**config.mk**
```make
export PLATFORM = sky130hd
export DESIGN_NAME = micro_sequencer
export DESIGN_NICKNAME = d
export VERILOG_FILES = /design/src/rtl/micro_sequencer.sv
export SDC_FILE = /design/constraint.sdc
export NUM_CORES = 1
export LEC_CHECK = 0
export ABC_AREA = 1
export CORE_MARGIN = 1.5
export CORE_UTILIZATION = 50
export CTS_CLUSTER_DIAMETER = 50
export DETAILED_ROUTE_END_ITERATION = 6
export GPL_ROUTABILITY_DRIVEN = 1
export PLACE_DENSITY = 0.65
export SLEW_MARGIN = 10
export SYNTH_ARGS = -nofsm -noshare
export SYNTH_HDL_FRONTEND = slang
export SYNTH_SLANG_ARGS = --single-unit
```
**constraint.sdc**
```tcl
create_clock -name i_clk -period 4.2 [get_ports i_clk]
set_input_delay 0.63 -clock i_clk [delete_from_list [all_inputs] [get_ports i_clk]]
set_output_delay 0.63 -clock i_clk [all_outputs]
set_load 0.005 [all_outputs]
```
**src/rtl/micro_sequencer.sv**
```systemverilog
// Microprogrammed controller for the 4-bit ALU/GRS/shifter datapath, with a writable control store.
// Optional build macro SEQ_SINGLE_STEP_EN: UPC and the register clock enables advance only when i_step is high.
module micro_sequencer #(
   parameter  int UAW = 4,
   localparam int MW  = 19 + UAW
) (
   input  logic           i_clk,
   input  logic           i_rst_n,
   input  logic           i_start,
   input  logic [UAW-1:0] i_startAddr,
   input  logic           i_abort,
   input  logic           i_step,
   input  logic           i_ldWe,
   input  logic [UAW-1:0] i_ldAddr,
   input  logic [MW-1:0]  i_ldData,
   input  logic [3:0]     i_psw,
   output logic           o_ace,
   output logic           o_grsCe,
   output logic           o_pswCe,
   output logic [1:0]     o_stOp,
   output logic [3:0]     o_aluOp,
   output logic           o_dataOe,
   output logic           o_grsOe,
   output logic           o_sOe,
   output logic [1:0]     o_index,
   output logic [UAW-1:0] o_upc,
   output logic           o_busy,
   output logic           o_done,
   output logic           o_err
);
   typedef enum logic {IDLE, RUN} stateT;

   localparam logic [1:0] SEQ_NEXT   = 2'b00;
   localparam logic [1:0] SEQ_JUMP   = 2'b01;
   localparam logic [1:0] SEQ_BRANCH = 2'b10;
   localparam logic [1:0] SEQ_HALT   = 2'b11;

   stateT          r_state;
   logic [UAW-1:0] r_upc;
   logic           r_busy;
   logic           r_done;
   logic           r_err;
   logic [MW-1:0]  r_store [2**UAW];

   logic [MW-1:0]  w_word;
   logic [1:0]     w_seq;
   logic [1:0]     w_csel;
   logic [UAW-1:0] w_target;
   logic [UAW-1:0] w_nextUpc;
   logic           w_exec;
   logic           w_contention;
   logic           w_advance;
   logic           w_unused;

   assign w_word   = r_store[r_upc];
   assign w_seq    = w_word[MW-1 -: 2];
   assign w_csel   = w_word[MW-3 -: 2];
   assign w_target = w_word[MW-5 -: UAW];
   assign w_exec   = (r_state == RUN) && !i_abort && (w_seq != SEQ_HALT);
   assign w_contention = (w_word[5] & w_word[4]) | (w_word[5] & w_word[3]) | (w_word[4] & w_word[3]);

`ifdef SEQ_SINGLE_STEP_EN
   assign w_advance = i_step;
   assign w_unused  = w_word[0];
`else
   assign w_advance = 1'b1;
   assign w_unused  = ^{w_word[0], i_step};
`endif

   assign o_upc  = r_upc;
   assign o_busy = r_busy;
   assign o_done = r_done;
   assign o_err  = r_err;

   always_comb begin
      w_nextUpc = r_upc + UAW'(1);
      case (w_seq)
         SEQ_JUMP:   w_nextUpc = w_target;
         SEQ_BRANCH: if (i_psw[w_csel]) w_nextUpc = w_target;
         default:    ;
      endcase
   end

   // The datapath samples these at the same edge that retires the word, so they must be combinational.
   always_comb begin
      o_ace    = 1'b0;
      o_grsCe  = 1'b0;
      o_pswCe  = 1'b0;
      o_stOp   = 2'b00;
      o_aluOp  = 4'h0;
      o_dataOe = 1'b0;
      o_grsOe  = 1'b0;
      o_sOe    = 1'b0;
      o_index  = 2'b00;
      if (w_exec) begin
         o_ace   = w_word[14] & w_advance;
         o_grsCe = w_word[13] & w_advance;
         o_pswCe = w_word[12] & w_advance;
         o_stOp  = w_word[11:10];
         o_aluOp = w_word[9:6];
         o_index = w_word[2:1];
         if (!w_contention) begin
            o_dataOe = w_word[5];
            o_grsOe  = w_word[4];
            o_sOe    = w_word[3];
         end
      end
   end

   always_ff @(posedge i_clk or negedge i_rst_n) begin
      if (!i_rst_n) begin
         r_state <= IDLE;
         r_upc   <= '0;
         r_busy  <= 1'b0;
         r_done  <= 1'b0;
         r_err   <= 1'b0;
         for (int i = 0; i < 2**UAW; i++) r_store[i] <= '0;
      end else begin
         r_done <= 1'b0;
         case (r_state)
            IDLE: begin
               if (i_ldWe) r_store[i_ldAddr] <= i_ldData;
               if (i_start) begin
                  r_upc   <= i_startAddr;
                  r_err   <= 1'b0;
                  r_busy  <= 1'b1;
                  r_state <= RUN;
               end
            end
            RUN: begin
               if (i_abort) begin
                  r_busy  <= 1'b0;
                  r_state <= IDLE;
               end else if (w_seq == SEQ_HALT) begin
                  r_busy  <= 1'b0;
                  r_done  <= 1'b1;
                  r_state <= IDLE;
               end else begin
                  if (w_contention) r_err <= 1'b1;
                  if (w_advance) r_upc <= w_nextUpc;
               end
            end
            default: r_state <= IDLE;
         endcase
      end
   end
endmodule

```
==> results.toml, run 1 <==
[power_and_ir_drop]
clockPowerShare_pct = 26.0
p_total_mw = 14.6
switching_share_pct = 37.8
leakagePower_nw = 8.55
p_int_mw = 9.09
vdd_drop_max_mv = 0.451
p_seq_share_pct = 38.5
p_switching_mw = 5.53
p_comb_share_pct = 35.5
power.density_nw_per_um2 = 782

[clock_network]
cts_tree = "yes"
ctsLongestPathBuffers = 3
clockRootBuffer = "clkbuf_16"
cts_buffers = 43
clkLatencyLatePin_ps = 550
clkTransAtPathRegs_ps = 60
cts_sinks = 360
ctsHtreeMaxLevel = 2

[synthesis]
synth-seq-area-share_pct = 55.3
synthDistinctLibCells = 40
synth_area_um2 = 16300
avgSynthCellArea_um2 = 8.37
synthTopCellsByArea = "dfrtp_1 55%, o21ai_0 14%, nand2_1 13%"
synthCells = 1946
ys_warn_count = 0
synth_top_area_cell = "dfrtp_1"
syn_nets = 1991
yosys.area.top_type_share_pct = 55.3
synth_seq_cells = 360

[die]
io_pins = 62
num_rows = 65
start_util_pct = 51.2
core_um2 = 31800
dieArea_um2 = 33700
die_h_um = 183
die_w_um = 183

[sta]
max_freq_ghz = 0.245
final.setup.worst_slack_ps = 121
fin_tns_setup_ps = 0
finalCritPeriodShare_pct = 97.1
final_hold_viol_count = 0
timing.final.max_slew_violations = 0
grt_setup_unrepaired = "no"
skew_ps = 19.6
min_period_ps = 4080
slew_headroom_pct = 22.3
final-setup-viol-count = 0
tightest_slew_ps = 1160

[route]
via_per_inst = 5.75
ant_nets = 0
drt_iter0_drc = 1477
route.detailed.drc = 0
first_pass_iters = 7
wirelength_mm = 48.3
vias = 13871
post_drt_wl_per_cell_um = 20.0

[finish]
final_nets = 1989
seqCellArea_um2 = 9020
finalNonFillerCells = 2414
nFillCells = 2873
multiInputGateArea_um2 = 6390
drive_above_1_share_pct = 8.04
area_growth_pct = 14.7

[critical_path]
worst-endpoint-arrival_ps = 3450
cp-start-kind = "register"
end_kind = "primary output"
crit_type = "register to primary output"
required_ps = 3570
cp_max_fo = 12

[outcome]
status = "completed"

[global_routing]
gr-usage-all-layers_pct = 29.6
grt_pass1_wl_mm = 76.1
grt_pass1_vias = 13211
grt_max_degree = 125
gr-total-overflow = 0
antenna_found_initial = 1

[flow_run]
maxCapViolations = 0

[worst_hold_path]
hold_class = "primary input to async pin"

[place]
dpl.cell_count = 2329
place.gp.congestion = 0.889
pre_cts_slack_ps = 230
hpwlAfterDp_mm = 26.7
io_buffer_count = 59
## cell families after synthesis
| group | share of synthesized area [%] |
|---|---|
| AOI/OAI and AO/OA | 19.0 |
| xor gates and xnor gates | 0.108 |
| adders and majority gates | 0.307 |
| buffers and inverters | 5.69 |
| DFF | 55.3 |
| muxes | 0.0615 |
| and+or+nand+nor | 19.6 |
## worst paths after layout
check / startpoint / endpoint / slack [ps] / cells past startpoint
worst max-delay path: o_upc[1] / o_pswCe / 120 / 12
min in group i_clk: r_store[320] / r_store[320] / 480 / 2
worst min-delay path: i_rst_n / r_store[103] / 130 / 1
worst max register to register: o_upc[0] / o_upc[0] / 1170 / 16
worst min register to register: r_store[320] / r_store[320] / 480 / 2
max in group asynchronous: i_rst_n / r_store[19] / 2940 / 2
## critical path, cell delays in order, from the launching register on
cell and delay [ps]:
dfrtp_4 520, buf_4 180, nor2_2 170, buf_4 220, a221oi_1 90, o21ai_0 80, nand2_1 150, ha_2 240
nor3_4 180, buf_12 200, nand2_1 70, nor2_1 200, clkdlybuf4s50_1 580
## cells in the mapped netlist (all sizes together)
| master | instances |
|---|---|
| nor2 | 137 |
| a31oi | 9 |
| clkbuf | 104 |
| a221oi | 13 |
| nor3b | 4 |
| nand3 | 66 |
| o21ai | 454 |
| xor2 | 1 |
| buf | 53 |
| nor3 | 8 |
| nand4 | 9 |
| clkinv | 1 |
| o211ai | 3 |
| nand3b | 3 |
| ha | 4 |
| or2 | 2 |
| nand2 | 568 |
| xnor2 | 1 |
| nor4 | 3 |
| o221a | 10 |
| a32o | 10 |
| a21oi | 40 |
| inv | 55 |
| dfrtp | 360 |
| mux2i | 1 |
| o22ai | 12 |
| a41oi | 2 |
| o221ai | 13 |
## power by group through the flow
stage | clock [mW] | combinational [mW] | sequential (mW)
after global routing | 3.97 | 5.87 | 5.78
after detailed placement | 0 | 5.00 | 5.67
after global placement | 0 | 4.90 | 5.63
final | 3.79 | 5.19 | 5.63
after CTS | 3.84 | 5.12 | 5.61
after floorplan | 0 | 3.63 | 5.44
## placed cells by master, fill, tap and decap left out, types with 3 or more instances in the layout
| cell type | instances |
|---|---|
| o221a_2 | 8 |
| o22ai_1 | 12 |
| nor2_1 | 134 |
| clkbuf_8 | 9 |
| nand3_2 | 6 |
| nand3_1 | 60 |
| nand2_2 | 7 |
| a221oi_1 | 13 |
| dfrtp_1 | 358 |
| inv_2 | 4 |
| nand4_1 | 9 |
| a21oi_1 | 39 |
| clkbuf_16 | 43 |
| clkinv_2 | 4 |
| a31oi_1 | 9 |
| inv_1 | 50 |
| inv_6 | 8 |
| buf_4 | 45 |
| nor3b_1 | 4 |
| a32o_1 | 10 |
| nor3_1 | 7 |
| nor2_2 | 3 |
| buf_12 | 6 |
| bufinv_16 | 4 |
| o21ai_0 | 448 |
| o221ai_1 | 13 |
| nand2_1 | 561 |
| clkbuf_1 | 9 |
| ha_1 | 3 |
| nand3b_1 | 3 |
| nor4_1 | 3 |
| o211ai_1 | 3 |
| clkdlybuf4s50_1 | 58 |
| o21ai_1 | 6 |
## per-layer routing
layer | track usage [%] | routed length [um]
met1 | 44.0 | 22700
met2 | 44.8 | 21200
met3 | 5.21 | 3510
met4 | 7.90 | 962
met5 | 0 | 0
## registers in the layout (all words and copies together), names as in the netlist
register / cells
o_busy: 1
r_store: 352
o_err: 1
o_done: 1
o_upc: 4
r_state: 1
## through the flow
stage               hold WS, ps  utilization [%]  area (um2)
floorplan                   334                -       16300
global placement            461             53.9       17200
detailed placement          468             53.9       17200
CTS                         256             58.7       18700
global route                281             58.8       18700
finish                      135             58.8       18700
## final cells by class
type / count / share of cell area [%]
Antenna cell: 1 / 0.0134
Tap cell: 435 / 2.91
Clock buffer: 61 / 6.60
Clock inverter: 18 / 1.21
Multi-Input combinational cell: 1373 / 34.2
Inverter: 56 / 1.17
Sequential cell: 360 / 48.3
Timing Repair Buffer: 110 / 5.64
## timing repair
action                                 4_1_cts  5_1_grt
buffers inserted                             4        1
hold buffers                                 0        0
resized for setup                            6        7
endpoints found under the hold margin        0        0
pin swaps                                    1        1
cloned                                       0        0
setup endpoints to repair                   12       11
Note: power is estimated with default switching activity, not from simulation.
==> run 2, diff against run 1 <==
--- a/config.mk
+++ b/config.mk
@@ -11,7 +11,8 @@
 export CTS_CLUSTER_DIAMETER = 50
 export DETAILED_ROUTE_END_ITERATION = 6
 export GPL_ROUTABILITY_DRIVEN = 1
-export PLACE_DENSITY = 0.65
+export PLACE_DENSITY = 0.75
+export SETUP_SLACK_MARGIN = 0.05
 export SLEW_MARGIN = 10
 export SYNTH_ARGS = -nofsm -noshare
 export SYNTH_HDL_FRONTEND = slang
==> run 2 against run 1 <==
  * Power down 3.0%
  * Highest routed layer unchanged
  * Sequential power about the same
  * Hold slack better by 75 ps
  * Count of clock-buffer cells in the layout down 2
  * Sequential share of layout area up 0.56 points
  * Clock power down 13%
==> results.toml, run 2 (synthesized netlist as in run 1, its figures left out) <==
[outcome]
status = "completed"

[place]
hpwlAfterDp_mm = 26.0
place.gp.congestion = 0.820
io_buffer_count = 59

[critical_path]
r2r_end = "r_store[127]"
r2r.worst_path.cells = 7
worst-endpoint-arrival_ps = 3420
cp-start-kind = "register"
required_ps = 3570
end_kind = "primary output"
rr_startpoint = "r_state"
cp_max_fo = 24
rrSetupSlack_ps = 1350
crit_type = "register to primary output"

[route]
ant_nets = 0
first_pass_iters = 7
wirelength_mm = 46.5
vias = 13957
via_per_inst = 5.80
route.detailed.drc = 0
post_drt_wl_per_cell_um = 19.3
drt_iter0_drc = 1741

[finish]
post-route-util_pct = 58.1
layout_common_cells = "564 x nand2_1, 448 x o21ai_0, 357 x dfrtp_1"
largest_reg_flops = 352
area_growth_pct = 13.4
drive_above_1_share_pct = 7.46
top_register = "r_store"
seqCellArea_um2 = 9010
final_nets = 1991
mostFrequentLayoutCell = "nand2_1"
diodes = 0
nFillCells = 2783
multiInputGateArea_um2 = 6400

[clock_network]
clockRootBuffer = "clkbuf_16"
clkTransAtPathRegs_ps = 60
cts_buffers = 39
cts_sinks = 360
cts_tree = "yes"
ctsLongestPathBuffers = 3
clkLatencyLatePin_ps = 530
cts_hold_buf = 0
ctsHtreeMaxLevel = 2

[global_routing]
gr-total-overflow = 0
use_met3_pct = 4.16
use_met2_pct = 44.7
use_met1_pct = 39.8
grt_max_degree = 140
grt_pass1_wl_mm = 73.6
grt_pass1_vias = 13152
gr-usage-all-layers_pct = 28.2
antenna_found_initial = 0
top_usage_layer = "met2"

[sta]
min_period_ps = 4050
timing.final.max_slew_violations = 0
finalCritPeriodShare_pct = 96.5
final-setup-viol-count = 0
slew_headroom_pct = 26.9
final_hold_viol_count = 0
grt_setup_unrepaired = "no"
max_freq_ghz = 0.247
fin_tns_setup_ps = 0
tightest_slew_ps = 1100
skew_ps = 16.2
fin_hold_ws_ps = 210

[power_and_ir_drop]
vdd_drop_max_mv = 0.513
leakagePower_nw = 8.46
power.density_nw_per_um2 = 768

[die]
die_w_um = 183
io_pins = 62
num_rows = 65
core_um2 = 31800
die_h_um = 183
start_util_pct = 51.2
dieArea_um2 = 33700

[flow_run]
maxCapViolations = 0

[worst_hold_path]
hold_class = "primary input to async pin"
## run 2: cell count changes in the layout (fill, tap and decap cells not counted), sizes merged
cell / previous run / this run
buf: 52 / 57
bufinv: 4 / 2
clkbuf: 61 / 60
clkinv: 6 / 3
clkinvlp: 1 / 0
diode: 1 / 0
inv: 63 / 58
## run 2: worst max-delay path by stage
stage                  to  cells past startpoint  startpoint
2_1_floorplan    o_dataOe                     14    o_upc[0]
3_3_place_gp      o_grsOe                     11    o_upc[1]
3_5_place_dp   o_aluOp[1]                     11    o_upc[1]
4_1_cts           o_pswCe                     11    o_upc[0]
5_1_grt        o_aluOp[0]                     13    o_upc[1]
6_report       o_aluOp[0]                     12    o_upc[1]
## run 2: through the flow
step	area, um2	power, mW	worst slack [ps]	std cells
floorplan	16300	9.07	1050	1946
global placement	17100	10.4	410	2329
detailed placement	17100	10.6	391	2329
CTS	18400	14.0	90.1	2400
global route	18500	15.2	39.1	2406
finish	18500	14.2	148	2406
## run 2: timing repair
| action | in CTS | in global routing |
|---|---|---|
| hold endpoints to repair | 0 | 0 |
| gates resized for setup | 6 | 13 |
| gates cloned | 0 | 1 |
| setup endpoints to repair | 14 | 14 |
| pin swaps | 0 | 2 |
| setup buffers | 5 | 5 |
## run 2: cell type report
class                      count  share of cell area [%]
inverter                      56                    1.18
timing repair buffer         116                    5.85
multi-input combinational   1373                    34.6
clock inverter                 7                   0.522
clock buffer                  59                    6.07
tap                          435                    2.95
sequential                   360                    48.8
## run 2: critical path: stages (launching register included)
cell and delay [ps]:
dfrtp_2 450, buf_4 280, o21ai_1 130, o22ai_1 90
o21ai_0 150, nand2_1 140, ha_2 250, nor3_4 350
buf_6 220, buf_4 130, nand2_1 50, nor2_1 130
clkdlybuf4s50_1 520
## run 2: routing by layer
metal | part of all wire, % | vias up | routed length [um]
li1 | - | 6488 | -
met5 | 0 | - | 0
met1 | 43 | 6733 | 19800
met2 | 46 | 645 | 21500
met3 | 8.3 | 91 | 3870
met4 | 2.9 | 0 | 1340
## run 2: power by group
part           switching [mW]  internal [mW]  total, mW
Clock                    1.35           1.96       3.31
Sequential              0.787           4.86       5.65
Combinational            3.28           1.94       5.22
